[src/rtl/tag_free_list_pkg.sv]
// Shared constants and types for the rename-stage tag free list.
package tag_free_list_pkg;

    localparam int unsigned DEPTH = 16;
    localparam int unsigned TAG_W = 4;

    typedef logic [TAG_W-1:0] tag_t;

endpackage

[src/rtl/tag_free_list_dec4.sv]
// 4-to-16 one-hot decoder used for the allocated tag's write-enable vector.
module tag_free_list_dec4 (
    input  logic [3:0]  sel_i,
    output logic [15:0] onehot_o
);

    always_comb begin
        onehot_o = 16'h0000;
        onehot_o[sel_i] = 1'b1;
    end

endmodule

[src/rtl/tag_free_list.sv]
// Circular free list of rename tags: allocate from head, return to tail, sticky overflow flag.
module tag_free_list #(
    parameter int unsigned DEPTH = tag_free_list_pkg::DEPTH,
    parameter int unsigned TAG_W = tag_free_list_pkg::TAG_W
) (
    input  logic             clk,
    input  logic             rst,
    input  logic             alloc_req,
    output logic             alloc_gnt,
    output logic [TAG_W-1:0] alloc_tag,
    output logic [DEPTH-1:0] alloc_onehot,
    input  logic             free_valid,
    input  logic [TAG_W-1:0] free_tag,
    output logic [TAG_W:0]   count,
    output logic             empty,
    output logic             full,
    output logic             overflow_err
);

    import tag_free_list_pkg::*;

    tag_t             entry_q [DEPTH];
    tag_t             entry_d [DEPTH];
    logic [TAG_W-1:0] head_q, head_d;
    logic [TAG_W-1:0] tail_q, tail_d;
    logic [TAG_W:0]   count_q, count_d;
    logic             overflow_q, overflow_d;
    logic             free_acc;

    assign empty        = (count_q == '0);
    assign full         = (count_q == (TAG_W+1)'(DEPTH));
    assign alloc_gnt    = alloc_req & ~empty;
    // A free while full is dropped; there is no bypass from free to alloc.
    assign free_acc     = free_valid & ~full;
    assign alloc_tag    = entry_q[head_q];
    assign count        = count_q;
    assign overflow_err = overflow_q;

    tag_free_list_dec4 u_dec4 (
        .sel_i    (alloc_tag),
        .onehot_o (alloc_onehot)
    );

    always_comb begin
        head_d     = head_q;
        tail_d     = tail_q;
        count_d    = count_q;
        overflow_d = overflow_q | (free_valid & full);
        if (alloc_gnt) begin
            head_d = head_q + 1'b1;
        end
        if (free_acc) begin
            tail_d = tail_q + 1'b1;
        end
        unique case ({free_acc, alloc_gnt})
            2'b10:   count_d = count_q + 1'b1;
            2'b01:   count_d = count_q - 1'b1;
            default: count_d = count_q;
        endcase
    end

    always_ff @(posedge clk) begin
        if (rst) begin
            head_q     <= '0;
            tail_q     <= '0;
            count_q    <= (TAG_W+1)'(DEPTH);
            overflow_q <= 1'b0;
        end else begin
            head_q     <= head_d;
            tail_q     <= tail_d;
            count_q    <= count_d;
            overflow_q <= overflow_d;
        end
    end

    always_comb begin
        entry_d = entry_q;
        if (free_acc) begin
            entry_d[tail_q] = free_tag;
        end
    end

    always_ff @(posedge clk) begin
        if (rst) begin
            for (int i = 0; i < DEPTH; i++) begin
                entry_q[i] <= TAG_W'(i);
            end
        end else begin
            entry_q <= entry_d;
        end
    end

endmodule

[config.mk]
export PLATFORM = sky130hd
export DESIGN_NAME = tag_free_list
export DESIGN_NICKNAME = d
export VERILOG_FILES = /design/src/rtl/tag_free_list_pkg.sv /design/src/rtl/tag_free_list_dec4.sv /design/src/rtl/tag_free_list.sv
export SDC_FILE = /design/constraint.sdc
export NUM_CORES = 1
export LEC_CHECK = 0
export ABC_AREA = 1
export CORE_MARGIN = 1
export CORE_UTILIZATION = 56
export DETAILED_ROUTE_END_ITERATION = 12
export PLACE_DENSITY = 0.78
export SYNTH_ARGS = -nofsm -noshare
export SYNTH_HDL_FRONTEND = slang
export SYNTH_SLANG_ARGS = --single-unit
[constraint.sdc]
create_clock -name clk -period 3.5 [get_ports clk]
set_input_delay 0.35 -clock clk [delete_from_list [all_inputs] [get_ports clk]]
set_output_delay 0.35 -clock clk [all_outputs]
set_load 0.1 [all_outputs]
==> flow_metrics.tcl, run 1 <==
set metrics [dict create \
    status "complete, no violations" \
    path_clk_slew_ns 0.08 \
    synthMostInstantiatedCell "nand2_1" \
    die_height_um 88.8 \
    min_path_cells 2 \
    final_layout_size_suffix_gt1_share_pct 7.76 \
    area_growth_pct 17.7 \
    avgViaCountPerCell 5.35 \
    use_met3_pct 4.01 \
    place_hpwl_um 7420 \
    design_area_um2 4960 \
    synth-seq-area-share_pct 37.0 \
    cap_violations 0 \
    crit_type "reg2out" \
    clk_latency_ns 0.35 \
    ys_async_sr_fraction_pct 0 \
    synth.area.top_cells "dfxtp_1 37%, nand2_1 17%, nand3_1 12%" \
    synthDistinctLibCells 20 \
    clock-root-buffer "clkbuf_8" \
    syn-instance-count 673 \
    cts.sinks 78 \
    synth_edf_count 0 \
    core-area_um2 7250 \
    cts_tree "yes" \
    irDropWorstVdd_v 0.000819 \
    gp_congestion 0.826 \
    wl_um 11000 \
    ys_top_cells_by_count "195 x nand2_1, 114 x nor2_1, 100 x nand3_1, 78 x dfxtp_1, 68 x inv_1" \
    drv_slew 0 \
    busiest_layer "met2" \
    reg2reg_from "count[0]" \
    leakage_nw 2.61 \
    tightest_slew_ns 1.00 \
    grt_first_pass_wirelength_um 18100 \
    finalCritPeriodShare_pct 78.0 \
    syn_area_per_cell_um2 6.27 \
    grt_max_degree 51 \
    h-tree-depth 3 \
    worst-r2r-setup-slack_ns 0.90 \
    end_kind "output pin" \
    required_ns 3.15 \
    whs_endpoint "entry_q[48]" \
    ys_seq_elements 78 \
    cts_hold_buf 0 \
    diodes 0 \
    max_slew_margin_pct 33.0 \
    drt_first_pass_iters 7 \
    initial_core_util_pct 58.1 \
    setup_tns_ns 0 \
    hold_violations 0 \
    cts.path.max_buffers 2 \
    ios 37 \
    dpl_worst_slack_ns 0.891 \
    grt_setup_unrepaired "no" \
    syn-cell-area_um2 4220 \
    grt_pass1_vias 3811 \
    antenna_found_initial 0 \
    clock.fmax_mhz 366 \
    post-cts-setup-buffers 0 \
    met1_usage_pct 40.2 \
    hold_class "reg2reg" \
    fillers 683 \
    wl_per_cell_um 13.8 \
    register_area_um2 1560 \
    synth_warnings 0 \
    yosys.area.top_type "dfxtp_1" \
    first_iter_violations 352 \
    power_density_nw_per_um2 827 \
    final.min_clock_period_ns 2.73 \
    r2r_end "count[4]" \
    crit_arrival_ns 2.38 \
    rr_worst_depth 12 \
    finalSetupViolCount 0 \
    track_usage_pct 30.0 \
    synth_top_area_share_pct 37.0 \
    start_kind "register" \
    clock_skew_ns 0.00400 \
    multi_input_area_um2 2200 \
    final_antenna_net_count 0 \
    layout_setup_ws_ns 0.769 \
    postPlaceCellArea_um2 4770 \
    die_x_um 88.8 \
    overflow 0 \
    synth.net_count 691 \
    cts_buffers 9 \
    grtUsageMet2_pct 48.8 \
    vias 4255 \
    path_max_fanout 12 \
    final_nets 709 \
    ys.flop_type "dfxtp_1" \
    rows 31 \
    portBuffers 36 \
    post_cts_resized 0 \
    route.detailed.drc 0 \
    hold_start "entry_q[48]" \
    die_area_um2 7880 \
]
layer usage:
layer / vias to the layer above / routed length, um
met2: 139 / 5230
met4: 0 / 220
li1: 2154 / -
met1: 1941 / 4910
met5: - / 0
met3: 21 / 631
final cells by class:
class / instances / share of cell area, %
Inverter: 74 / 5.59
Timing Repair Buffer: 43 / 12.2
Multi-Input combinational cell: 485 / 44.4
Sequential cell: 78 / 31.5
Tap cell: 99 / 2.49
Clock buffer: 13 / 3.00
Clock inverter: 3 / 0.882
power breakdown:
| part | internal (W) | leakage (nW) | total (W) | switching, W |
|---|---|---|---|---|
| Clock | 0.000351 | 0.0976 | 0.000683 | 0.000333 |
| Sequential | 0.000978 | 0.633 | 0.00106 | 0.0000783 |
| Combinational | 0.000642 | 1.88 | 0.00236 | 0.00172 |
| Total | 0.00197 | 2.61 | 0.00410 | 0.00213 |
worst max-delay path by stage:
stage,startpoint,to,slack [ns]
2_1_floorplan,count[0],count[4],0.03
4_1_cts,head_q[0],alloc_onehot[2],0.82
3_5_place_dp,count[0],count[4],0.89
3_3_place_gp,count[0],count[4],1.01
5_1_grt,head_q[0],alloc_onehot[9],0.60
6_report,head_q[2],alloc_onehot[1],0.77
critical path, cell delays in order (launching register included):
cell	delay (ns)
dfxtp_1	0.67
inv_1	0.30
nand3_1	0.19
nand3_1	0.13
nand2_2	0.16
nand2_1	0.15
nor2_1	0.22
buf_12	0.21
sequential cells by signal (all words and copies together), names as in the netlist:
| register | count |
|---|---|
| head_q | 4 |
| entry_q | 64 |
| tail_q | 4 |
| count | 5 |
| overflow_err | 1 |
placed cells by master (no fill, tap or decap), drive strengths merged:
master / synthesis / layout
clkdlybuf4s50: 0 / 13
buf: 24 / 30
bufinv: 0 / 1
xor2: 7 / 7
nor2: 114 / 114
inv: 73 / 73
nor4: 1 / 1
clkinv: 1 / 3
nand2: 200 / 200
ha: 9 / 9
a21oi: 8 / 8
fa: 1 / 1
o21ai: 13 / 13
nand4: 32 / 32
clkbuf: 12 / 13
dfxtp: 78 / 78
nand3: 100 / 100
cells by family (layout without fill, tap and decap cells):
family                     count (synthesis)  after routing  share of synthesized area [%]
and+or+nand+nor                          447            447                           45.2
buffers and inverters                    110            133                           10.7
DFF                                       78             78                           37.0
AOI/OAI and AO/OA                         21             21                           2.49
adders and majority gates                 10             10                           3.15
xor gates and xnor gates                   7              7                           1.45
per-stage QoR:
step	instances	hold slack [ns]	power, W	utilization, %
after floorplan	673	0.429	0.00281	-
after CTS	795	0.462	0.00409	68.4
after global routing	795	0.481	0.00431	68.4
final	795	0.461	0.00410	68.4
after detailed placement	779	0.442	0.00342	65.8
after global placement	779	0.438	0.00339	65.8
Power figures use the tool's default switching activity.
==> run 2, diff against run 1 <==
clock period = 2.7 ns   (was 3.5 ns; I/O delays follow)
==> run 2 against run 1 <==
  * Wire length up 0.25%
  * Critical path depth increased by 2
  * Design area is 4.3% higher
  * Worst hold slack is essentially flat
  * Total power rose by 39%
  * First-iteration DRC count is 14% higher
  * Non-clock buffer count is 1 higher
  * Critical path type unchanged
  * Critical endpoint is now alloc_onehot[2]
==> flow_metrics.tcl, run 2 (same netlist as run 1, synthesis figures left out) <==
set metrics [dict create \
    mostFrequentLayoutCell "nand2_1" \
    overflow 0 \
    regMostFlops "entry_q" \
    leakage_nw 2.64 \
    tightest_slew_ns 0.809 \
    die_area_um2 7880 \
    final_layout_size_suffix_gt1_share_pct 13.3 \
    clk_latency_ns 0.36 \
    whs_endpoint "entry_q[3]" \
    total_power_w 0.00571 \
    cap_violations 0 \
    cts_tree "yes" \
    status "complete, no violations" \
    final.min_clock_period_ns 2.57 \
    end_kind "output pin" \
    track_usage_pct 29.9 \
    final_nets 710 \
    path_clk_slew_ns 0.08 \
    grt_setup_unrepaired "yes" \
    avgViaCountPerCell 5.38 \
    crit_arrival_ns 2.30 \
    clock.fmax_mhz 389 \
    rr_worst_depth 12 \
    clock-root-buffer "clkbuf_8" \
    route.detailed.drc 0 \
    antenna_found_initial 0 \
    place_hpwl_um 7450 \
    grt_max_degree 51 \
    finalCritPeriodShare_pct 95.1 \
    required_ns 2.43 \
    diodes 0 \
    finalSetupViolCount 0 \
    power_density_nw_per_um2 1100 \
    r2r_end "count[4]" \
    core-area_um2 7250 \
    crit_type "reg2out" \
    irDropWorstVdd_v 0.00137 \
    min_path_cells 2 \
    ios 37 \
    hold_start "entry_q[3]" \
    rows 31 \
    vias 4284 \
    start_kind "register" \
    clock_skew_ns 0.00787 \
    portBuffers 36 \
    die_height_um 88.8 \
    area_growth_pct 22.8 \
    drv_slew 0 \
    grt_pass1_vias 3716 \
    post-cts-setup-buffers 0 \
    wl_per_cell_um 13.8 \
    cts.sinks 78 \
    drt_first_pass_iters 5 \
    max_slew_margin_pct 45.9 \
    cts.path.max_buffers 2 \
    final_cell_mix "189 x nand2_1, 100 x nand3_1, 98 x nor2_1" \
    gp_congestion 0.865 \
    worst-r2r-setup-slack_ns 0.31 \
    hold_violations 0 \
    wl_um 11000 \
    largest_reg_flops 64 \
    post-route-util_pct 71.4 \
    reg2reg_from "count[3]" \
    initial_core_util_pct 58.1 \
    final_antenna_net_count 0 \
    h-tree-depth 3 \
    grt_first_pass_wirelength_um 17800 \
    path_max_fanout 16 \
    hold_class "reg2reg" \
    die_x_um 88.8 \
    first_iter_violations 401 \
    cts_buffers 9 \
]
[run 2: changes by cell type in the layout (fill, tap and decap cells not counted), moves of 2 or more]
| cell | change |
|---|---|
| clkdlybuf4s50_1 | -6 |
| nand2_2 | +6 |
| nor2_4 | +16 |
| inv_1 | -2 |
| nand2_1 | -6 |
| nor2_1 | -16 |
| buf_4 | +5 |
| dfxtp_4 | +4 |
| clkinvlp_4 | +3 |
| clkbuf_1 | -2 |
| dfxtp_1 | -5 |
[run 2: report_power, final]
group / switching (W) / internal [W]
clock: 0.000448 / 0.000519
combinational: 0.00241 / 0.000935
sequential: 0.000111 / 0.00129
total: 0.00297 / 0.00274
[run 2: worst max-delay path by stage]
stage	slack, ns	startpoint	end
floorplan	-0.19	count[3]	count[4]
global placement	0.38	count[3]	count[4]
detailed placement	0.30	count[3]	count[4]
CTS	0.06	head_q[1]	alloc_onehot[2]
global route	-0.009	head_q[1]	alloc_onehot[8]
finish	0.13	head_q[1]	alloc_onehot[2]
[run 2: per-stage QoR]
step | std cells | hold WS (ns) | setup WS [ns] | area, um^2 | TNS [ns]
4_1_cts | 796 | 0.462 | 0.0647 | 5150 | 0
2_1_floorplan | 673 | 0.429 | -0.193 | 4380 | -0.285
5_1_grt | 796 | 0.488 | -0.00886 | 5180 | -0.0179
3_5_place_dp | 780 | 0.442 | 0.303 | 4940 | 0
6_report | 796 | 0.461 | 0.133 | 5180 | 0
3_3_place_gp | 780 | 0.438 | 0.380 | 4940 | 0
[run 2: worst max-delay path, stage by stage (launching register included)]
cell        delay, ns
dfxtp_1          0.39
clkinvlp_4       0.30
nand3_1          0.19
nand3_1          0.09
nand3_1          0.12
nand2_2          0.13
inv_2            0.08
nand2_1          0.23
nor2_4           0.21
buf_12           0.18
[run 2: final cells by class]
cell class                      count  area, um^2
Timing Repair Buffer               44         614
Clock inverter                      6        86.3
Clock buffer                       10         128
Multi-Input combinational cell    485        2360
Tap cell                           99         124
Fill cell                         602        2080
Sequential cell                    78        1580
Inverter                           74         288
[run 2: per-layer routing]
metal  vias to the layer above  GRT usage [%]  share of wire, %
met2                       153           47.1                47
met3                        23           5.04               5.8
met1                      1952           40.3                44
li1                       2156              -                 -
met4                         0           12.8               2.3
met5                         -              0                 0
[run 2: timing repair]
action                                  CTS  global route
endpoints found under the setup margin    0            16
hold buffers                              0             0
resized for setup                         0             9
==> run 3, diff against run 2 <==
ABC_CLOCK_PERIOD_IN_PS = 2700   (was not set)
==> results of run 3 <==
Final layout, timing and power as in run 2 (identical DEF).
